<file path="src/rtl/slew_limit.sv">
// -----------------------------------------------------------------------------
// slew_limit
//
// Per-sample range clamp and rate (slew) limiter for a signed data stream.
// Each accepted sample (i_valid=1) produces one result one cycle later. Stage
// extra register stages can be appended to the output path. A saturating
// counter and a sticky flag record how many samples were limited.
//
// Modes (i_mode):
//   00  bypass       result = i_data
//   01  clamp        result = i_data clamped to [i_min, i_max]
//   10  clamp+slew   clamped target, then rate-limited to +/- i_step per
//                    sample relative to the previous result
//   11  hold         result = previous result; state untouched
//
// Ports:
//   i_clkp      clock, rising edge
//   i_rstn      asynchronous active-low reset
//   i_valid     sample strobe
//   i_data      signed input sample
//   i_min       signed lower limit
//   i_max       signed upper limit
//   i_step      unsigned max change per sample (0 = slew limiting off)
//   i_mode      operating mode, applied every cycle
//   i_clr       synchronous clear of o_sat_cnt and o_sticky
//   o_valid     output sample strobe (1+Stage cycles after i_valid)
//   o_data      limited output sample (holds between strobes)
//   o_sat_lo    sample clamped to i_min
//   o_sat_hi    sample clamped to i_max
//   o_slew      sample altered by slew limiting
//   o_cfg_err   sample produced with i_min > i_max in a clamp mode
//   o_sticky    OR of all limit/error events since reset or clear
//   o_sat_cnt   saturating count of limited samples
// -----------------------------------------------------------------------------
module slew_limit #(
    parameter int Width    = 32,
    parameter int Stage    = 0,
    parameter int CntWidth = 16
) (
    input  logic                i_clkp,
    input  logic                i_rstn,
    input  logic                i_valid,
    input  logic [Width-1:0]    i_data,
    input  logic [Width-1:0]    i_min,
    input  logic [Width-1:0]    i_max,
    input  logic [Width-1:0]    i_step,
    input  logic [1:0]          i_mode,
    input  logic                i_clr,
    output logic                o_valid,
    output logic [Width-1:0]    o_data,
    output logic                o_sat_lo,
    output logic                o_sat_hi,
    output logic                o_slew,
    output logic                o_cfg_err,
    output logic                o_sticky,
    output logic [CntWidth-1:0] o_sat_cnt
);

    // Two guard bits make target - y_prev and y_prev +/- step exact for any
    // Width-bit signed operands and a Width-bit unsigned step.
    localparam int XW = Width + 2;
    // Payload carried through the pipeline: {cfg_err, slew, sat_hi, sat_lo, data}
    localparam int PW = Width + 4;

    localparam logic [1:0] MODE_BYPASS = 2'b00;
    localparam logic [1:0] MODE_CLAMP  = 2'b01;
    localparam logic [1:0] MODE_SLEW   = 2'b10;

    logic [Width-1:0]        y_prev_reg;
    logic                    primed_reg;
    logic [Stage:0]          vld_reg;
    logic [PW-1:0]           pay_reg [0:Stage];
    logic [CntWidth-1:0]     cnt_reg;
    logic                    sticky_reg;

    logic signed [Width-1:0] data_s, min_s, max_s;

    logic [Width-1:0]        target_next;
    logic                    tgt_lo, tgt_hi, tgt_cfg;

    logic signed [XW-1:0]    tgt_x, prev_x, step_x, step_neg_x, delta_x;
    logic signed [XW-1:0]    slew_res_x;
    logic                    slew_hit;

    logic [Width-1:0]        res_next;
    logic                    lo_next, hi_next, slew_next, cfg_next;
    logic                    event_next;

    assign data_s = $signed(i_data);
    assign min_s  = $signed(i_min);
    assign max_s  = $signed(i_max);

    // ------------------------------------------------------------------
    // Clamp target. Both limits at zero means "limits not programmed".
    // ------------------------------------------------------------------
    always_comb begin
        target_next = i_data;
        tgt_lo      = 1'b0;
        tgt_hi      = 1'b0;
        tgt_cfg     = 1'b0;
        if (min_s > max_s) begin
            target_next = '0;
            tgt_cfg     = 1'b1;
        end else if (i_min == '0 && i_max == '0) begin
            target_next = i_data;
        end else if (data_s < min_s) begin
            target_next = i_min;
            tgt_lo      = 1'b1;
        end else if (data_s > max_s) begin
            target_next = i_max;
            tgt_hi      = 1'b1;
        end
    end

    // ------------------------------------------------------------------
    // Slew limiter. The step is only applied when |delta| exceeds it, so
    // the result always lands between y_prev and target and therefore
    // fits back into Width bits without wrap.
    // ------------------------------------------------------------------
    assign tgt_x      = {{2{target_next[Width-1]}}, target_next};
    assign prev_x     = {{2{y_prev_reg[Width-1]}}, y_prev_reg};
    assign step_x     = {2'b00, i_step};
    assign step_neg_x = -step_x;
    assign delta_x    = tgt_x - prev_x;

    always_comb begin
        slew_res_x = tgt_x;
        slew_hit   = 1'b0;
        if (primed_reg && (i_step != '0)) begin
            if (delta_x > step_x) begin
                slew_res_x = prev_x + step_x;
                slew_hit   = 1'b1;
            end else if (delta_x < step_neg_x) begin
                slew_res_x = prev_x - step_x;
                slew_hit   = 1'b1;
            end
        end
    end

    // ------------------------------------------------------------------
    // Mode select
    // ------------------------------------------------------------------
    always_comb begin
        res_next  = y_prev_reg;
        lo_next   = 1'b0;
        hi_next   = 1'b0;
        slew_next = 1'b0;
        cfg_next  = 1'b0;
        case (i_mode)
            MODE_BYPASS: begin
                res_next = i_data;
            end
            MODE_CLAMP: begin
                res_next = target_next;
                lo_next  = tgt_lo;
                hi_next  = tgt_hi;
                cfg_next = tgt_cfg;
            end
            MODE_SLEW: begin
                res_next  = slew_res_x[Width-1:0];
                lo_next   = tgt_lo;
                hi_next   = tgt_hi;
                cfg_next  = tgt_cfg;
                slew_next = slew_hit;
            end
            default: begin
                res_next = y_prev_reg;
            end
        endcase
    end

    assign event_next = i_valid & (lo_next | hi_next | slew_next | cfg_next);

    // ------------------------------------------------------------------
    // Result register, state, and output pipeline. Payload registers only
    // load on a valid strobe so o_data holds between samples.
    // ------------------------------------------------------------------
    always_ff @(posedge i_clkp or negedge i_rstn) begin
        if (!i_rstn) begin
            y_prev_reg <= '0;
            primed_reg <= 1'b0;
            vld_reg    <= '0;
            for (int i = 0; i <= Stage; i++) begin
                pay_reg[i] <= '0;
            end
        end else begin
            vld_reg[0] <= i_valid;
            if (i_valid) begin
                pay_reg[0] <= {cfg_next, slew_next, hi_next, lo_next, res_next};
                if (i_mode != 2'b11) begin
                    y_prev_reg <= res_next;
                    primed_reg <= 1'b1;
                end
            end
            for (int i = 1; i <= Stage; i++) begin
                vld_reg[i] <= vld_reg[i-1];
                if (vld_reg[i-1]) begin
                    pay_reg[i] <= pay_reg[i-1];
                end
            end
        end
    end

    // ------------------------------------------------------------------
    // Event counter and sticky flag; clear wins over a coincident event.
    // ------------------------------------------------------------------
    always_ff @(posedge i_clkp or negedge i_rstn) begin
        if (!i_rstn) begin
            cnt_reg    <= '0;
            sticky_reg <= 1'b0;
        end else if (i_clr) begin
            cnt_reg    <= '0;
            sticky_reg <= 1'b0;
        end else if (event_next) begin
            sticky_reg <= 1'b1;
            if (cnt_reg != {CntWidth{1'b1}}) begin
                cnt_reg <= cnt_reg + CntWidth'(1);
            end
        end
    end

    assign o_valid = vld_reg[Stage];
    assign {o_cfg_err, o_slew, o_sat_hi, o_sat_lo, o_data} = pay_reg[Stage];
    assign o_sticky  = sticky_reg;
    assign o_sat_cnt = cnt_reg;

endmodule

</file>
<file path="config.mk">
export PLATFORM = sky130hd
export DESIGN_NAME = slew_limit
export DESIGN_NICKNAME = d
export VERILOG_FILES = /design/src/rtl/slew_limit.sv
export SDC_FILE = /design/constraint.sdc
export NUM_CORES = 1
export LEC_CHECK = 0
export BUFFER_PORTS_ARGS = -buffer_cell sky130_fd_sc_hd__buf_2
export CELL_PAD_IN_SITES_DETAIL_PLACEMENT = 1
export CELL_PAD_IN_SITES_GLOBAL_PLACEMENT = 1
export CORE_MARGIN = 1.5
export CORE_UTILIZATION = 46
export DETAILED_ROUTE_END_ITERATION = 8
export GPL_ROUTABILITY_DRIVEN = 0
export PLACE_DENSITY = 0.95
export SKIP_LAST_GASP = 1
export SLEW_MARGIN = 10
export SYNTH_ARGS = -nofsm -noshare
export SYNTH_HDL_FRONTEND = slang
export SYNTH_SLANG_ARGS = --single-unit
</file>
<file path="constraint.sdc">
create_clock -name i_clkp -period 14.05 [get_ports i_clkp]
set_clock_uncertainty 0.1 [all_clocks]
set_input_delay 1.405 -clock i_clkp [delete_from_list [all_inputs] [get_ports i_clkp]]
set_output_delay 1.405 -clock i_clkp [all_outputs]
set_load 0.005 [all_outputs]
</file>
==> results_dict.tcl, run 1 <==
set metrics [dict create \
    status "complete, no violations" \
    powerDensity_nw_per_um2 187 \
    cts.clk_slew.worst_paths_ns 0.07 \
    relSlewSlack 0.177 \
    fin_nets 2457 \
    rows 65 \
    avgSynthCellArea_um2 7.68 \
    clock_path_buffers 2 \
    synth_nets 2318 \
    ys_types 83 \
    firstDrtPassIters 6 \
    end_kind "flip-flop" \
    critPathMaxFanout 20 \
    postCtsSetupRepairBufs 0 \
    initial_core_util 0.468 \
    antenna_found_initial 0 \
    tritoncts "yes" \
    place_area_um2 16000 \
    largest_register_ff_count 36 \
    synth-edff-count 0 \
    postSynthCellCount 1923 \
    setup_ws_ns 2.11 \
    path_buf_inv 3 \
    power_frac_seq 0.136 \
    root_buffer "clkbuf_16" \
    num_vias 17500 \
    dieHeight_um 182 \
    layout_commonest_cell "ha_1" \
    ff2ff_setup_slack_ns 6.21 \
    fp.coreArea_um2 31600 \
    cp_data_required_time_ns 14.19 \
    grt_pass1_wl_um 100000 \
    drive_above_1_share 0.131 \
    rsz0062_at_grt "no" \
    fmax_mhz 83.8 \
    clock_latency_ns 0.36 \
    io_pins 188 \
    die-area_um2 33200 \
    wl_per_cell_um 26.1 \
    viasPerCell 7.08 \
    intPower_mw 1.32 \
    ir_drop_mv 0.114 \
    slowest_stage "o21ai_2" \
    yosysSeqAreaShare 0.148 \
    drt_wl_total_um 64500 \
    cp.arrival_ns 12.08 \
    cts_buffers 9 \
    ys_warn_count 0 \
    ys_async_sr_fraction 1.00 \
    synth_seq_cells 87 \
    cts_resized 0 \
    p_clk_frac 0.084 \
    fp.dieW_um 182 \
    combPwrFrac 0.780 \
    maxCapViolations 0 \
    instances_no_fill 2469 \
    tightest_slew_ns 1.23 \
    utilization 0.517 \
    hold_class "reg2reg" \
    finalSetupViolations 0 \
    preCtsSetupSlack_ns 2.12 \
    tns_ns 0 \
    grt_usage 0.384 \
    fin_total_pwr_mw 3.04 \
    dp_cells 2453 \
    layout_common_cells "ha_1, inv_1, buf_2" \
    hold_slack_ns 0.396 \
    clock-sinks 87 \
    postCtsHoldBufs 0 \
    finalHoldViolations 0 \
    slowest_delay_ns 0.69 \
    drt-initial-drc-count 2206 \
    htreeDepth 3 \
    dpl.hpwl_um 52500 \
    min_period_over_period 0.850 \
    io_buffer_count 187 \
    final.min_clock_period_ns 11.94 \
    startpoint_type "input port" \
    swShare 0.565 \
    grt_max_degree 65 \
    detail-route-antenna-nets 0 \
    drc_errors 0 \
    post-route-cell-area_um2 16300 \
    drv_slew 0 \
    diodes 0 \
    crit_family "compound AO/OA/AOI/OAI gates" \
    area_growth_pct 10.6 \
    setup.worst_path.class "in2reg" \
    ys.flop_type "dfrtp_1" \
    power_leakage_nw 7.71 \
    power_switching_mw 1.72 \
    grt_pass1_vias 17900 \
    grt-ovfl-total 0 \
    syn_area_um2 14800 \
]
layer usage:
metal | track usage | share of wire | routed length (um)
met5 | 0 | 0 | 0
met4 | 0.222 | 0.063 | 4060
met3 | 0.0631 | 0.11 | 6950
met2 | 0.620 | 0.44 | 28500
met1 | 0.485 | 0.39 | 25000
synthesized netlist by cell type (12+ instances only):
library cell / count / share of area
xnor2_1: 84 / 0.050
nor2b_1: 24 / 0.010
inv_1: 187 / 0.048
a221o_1: 15 / 0.010
nor4_1: 31 / 0.013
a221oi_1: 18 / 0.011
nand4_1: 44 / 0.019
nor2_1: 170 / 0.043
mux2i_1: 16 / 0.011
o31ai_1: 17 / 0.0086
a31oi_1: 25 / 0.011
nor3_1: 39 / 0.013
o21ai_0: 107 / 0.036
o221a_2: 14 / 0.011
dfrtp_1: 87 / 0.15
o2bb2ai_1: 15 / 0.0089
nand2_1: 98 / 0.025
or3_1: 12 / 0.0051
xor2_1: 13 / 0.0077
nand2b_1: 16 / 0.0068
a21oi_1: 166 / 0.056
a22oi_1: 23 / 0.012
o21bai_1: 18 / 0.0092
a21o_1: 38 / 0.019
o21a_1: 23 / 0.012
o221ai_1: 25 / 0.015
clkbuf_1: 59 / 0.015
nand3_1: 42 / 0.014
a211oi_1: 27 / 0.014
o22ai_1: 17 / 0.0072
ha_1: 258 / 0.22
worst reg2reg max path, delay by kind of cell (launching register included):
kind | cells | cell delay, ns
AO/OA/AOI/OAI | 16 | 5.18
flip-flops | 1 | 0.57
buffers and inverters | 1 | 0.16
AND/OR/NAND/NOR | 5 | 1.04
adder cells (fa/ha/maj) | 2 | 0.55
XOR/XNOR | 1 | 0.13
kinds of logic (layout without fill, tap and decap cells):
logic type	Yosys count	in the layout	share of synthesized area
AOI/OAI and AO/OA	652	652	0.303
and+or+nand+nor	539	539	0.182
adders and majority gates	262	262	0.223
buffers and inverters	261	405	0.0682
xor gates and xnor gates	98	98	0.0591
DFF	87	87	0.148
muxes	24	24	0.0170
worst paths after layout:
check                              start        endpoint  cells after the start
setup / recovery               i_max[31]     pay_reg[13]                     36
hold / removal                pay_reg[6]      pay_reg[6]                      1
setup reg to reg           y_prev_reg[1]     pay_reg[13]                     25
hold reg to reg               pay_reg[6]      pay_reg[6]                      1
max in group asynchronous         i_rstn  y_prev_reg[20]                      2
min in group asynchronous         i_rstn  y_prev_reg[29]                      1
layout make-up:
type,instances,area [um2]
inverter,189,709
multi-input combinational,1575,11600
timing repair buffer,200,1040
clock buffer,10,239
fill,3966,15200
clock inverter,6,67.6
tap,402,503
sequential,87,2180
power by group through the flow:
stage	logic [mW]	clock network, mW	registers (mW)
5_1_grt	2.53	0.264	0.413
3_5_place_dp	2.24	0	0.405
3_3_place_gp	2.10	0	0.402
2_1_floorplan	1.55	0	0.373
6_report	2.38	0.256	0.414
4_1_cts	2.27	0.254	0.404
Power figures use the tool's default switching activity.
==> run 2, diff against run 1 <==
--- a/config.mk
+++ b/config.mk
@@ -9,7 +9,7 @@
 export CELL_PAD_IN_SITES_DETAIL_PLACEMENT = 1
 export CELL_PAD_IN_SITES_GLOBAL_PLACEMENT = 1
 export CORE_MARGIN = 1.5
-export CORE_UTILIZATION = 46
+export CORE_UTILIZATION = 45
 export DETAILED_ROUTE_END_ITERATION = 8
 export GPL_ROUTABILITY_DRIVEN = 0
 export PLACE_DENSITY = 0.95
==> constraint.sdc (replaced) <==
create_clock -name i_clkp -period 11.6 [get_ports i_clkp]
set_clock_uncertainty 0.1 [all_clocks]
set_input_delay 1.16 -clock i_clkp [delete_from_list [all_inputs] [get_ports i_clkp]]
set_output_delay 1.16 -clock i_clkp [all_outputs]
set_load 0.005 [all_outputs]
==> results_dict.tcl, run 2 (synthesis results as in run 1) <==
set metrics [dict create \
    status "complete, no violations" \
    finalHoldViolations 0 \
    num_vias 17600 \
    cp_data_required_time_ns 11.71 \
    layout_common_cells "ha_1, inv_1, buf_2" \
    end_kind "flip-flop" \
    drc_errors 0 \
    dpl.hpwl_um 52100 \
    relSlewSlack 0.213 \
    clock_path_buffers 2 \
    ir_drop_mv 0.150 \
    drv_slew 0 \
    startpoint_type "input port" \
    slowest_stage "a221oi_1" \
    setup_ws_ns 0.142 \
    initial_core_util 0.456 \
    viasPerCell 7.02 \
    grt_pass1_wl_um 101000 \
    final.min_clock_period_ns 11.46 \
    grt-ovfl-total 0 \
    grt_pass1_vias 17900 \
    hold_class "reg2reg" \
    power_leakage_nw 7.72 \
    crit_top_cell "a21oi_1" \
    critPathMaxFanout 14 \
    fp.coreArea_um2 32400 \
    io_buffer_count 187 \
    dieHeight_um 184 \
    fmax_mhz 87.3 \
    detail-route-antenna-nets 0 \
    powerDensity_nw_per_um2 228 \
    layout_commonest_cell "ha_1" \
    largest_register_ff_count 36 \
    antenna_found_initial 3 \
    finalSetupViolations 0 \
    cp.arrival_ns 11.56 \
    tightest_slew_ns 1.18 \
    drt-initial-drc-count 2197 \
    rows 66 \
    grt_max_degree 65 \
    tns_ns 0 \
    htreeDepth 3 \
    setup.worst_path.class "in2reg" \
    cts.clk_slew.worst_paths_ns 0.07 \
    drt_wl_total_um 66400 \
    grt_usage 0.382 \
    drive_above_1_share 0.134 \
    cts_buffers 9 \
    firstDrtPassIters 8 \
    fp.dieW_um 184 \
    crit_family "compound AO/OA/AOI/OAI gates" \
    slowest_delay_ns 0.63 \
    tritoncts "yes" \
    clock_latency_ns 0.39 \
    fill_cells 4135 \
    clock-sinks 87 \
    root_buffer "clkbuf_16" \
    io_pins 188 \
    die-area_um2 33900 \
    fin_nets 2462 \
    postCtsHoldBufs 0 \
    wl_per_cell_um 26.4 \
    min_period_over_period 0.988 \
    area_growth_pct 11.2 \
    preCtsSetupSlack_ns 0.115 \
    maxCapViolations 0 \
    path_buf_inv 2 \
]
## run 2: routing by layer
layer | wire (um) | track usage
met5 | 49 | 0
met4 | 5310 | 0.264
met2 | 28400 | 0.593
met3 | 7250 | 0.0852
met1 | 25300 | 0.471
## run 2: cell type report
class                           instances  area [um2]  share of cell area
Antenna cell                            1        2.50            0.000152
Tap cell                              442         553              0.0337
Multi-Input combinational cell       1575       11600               0.708
Timing Repair Buffer                  205        1070              0.0654
Sequential cell                        87        2180               0.133
Inverter                              189         709              0.0432
Clock buffer                           11         253              0.0154
Clock inverter                          3        20.0             0.00122
## run 2: timing repair
| item | 4_1_cts | 5_1_grt |
|---|---|---|
| gates resized for setup | 0 | 7 |
| endpoints found under the setup margin | 0 | 73 |
| buffers inserted | 0 | 3 |
## run 2: through the flow
stage	utilization	power (mW)	instance area [um2]	hold slack, ns	instances
finish	0.507	3.74	16400	0.388	2513
global route	0.507	3.91	16400	0.403	2513
CTS	0.505	3.55	16400	0.385	2509
detailed placement	0.497	3.19	16100	0.368	2495
global placement	0.497	3.04	16100	0.370	2495
floorplan	-	2.33	14800	0.357	1923
## run 2: power by group
part / internal [mW] / switching, mW / total (mW)
Clock: 0.154 / 0.139 / 0.293
Combinational: 1.06 / 1.88 / 2.94
Sequential: 0.386 / 0.119 / 0.505
Total: 1.60 / 2.14 / 3.74
## run 2: path summary, 6_finish.rpt
kind                               start              to  slack (ns)  depth (start not counted)
min reg2reg                   pay_reg[1]      pay_reg[1]        0.39                          1
min in group asynchronous         i_rstn    o_sat_cnt[5]        0.63                          1
max reg2reg                y_prev_reg[1]  y_prev_reg[22]        3.66                         25
max                            i_max[31]  y_prev_reg[22]        0.14                         35
min                           pay_reg[1]      pay_reg[1]        0.39                          1
max in group asynchronous         i_rstn   y_prev_reg[3]        9.60                          2
## run 2: worst register-to-register path, delay by kind of cell (launching register included)
kind / cells / cell delay [ns]
compound gates: 15 / 4.71
simple gates: 6 / 1.64
buf+inv: 1 / 0.15
xor+xnor: 1 / 0.12
flops: 1 / 0.51
fa+ha+maj: 2 / 0.54
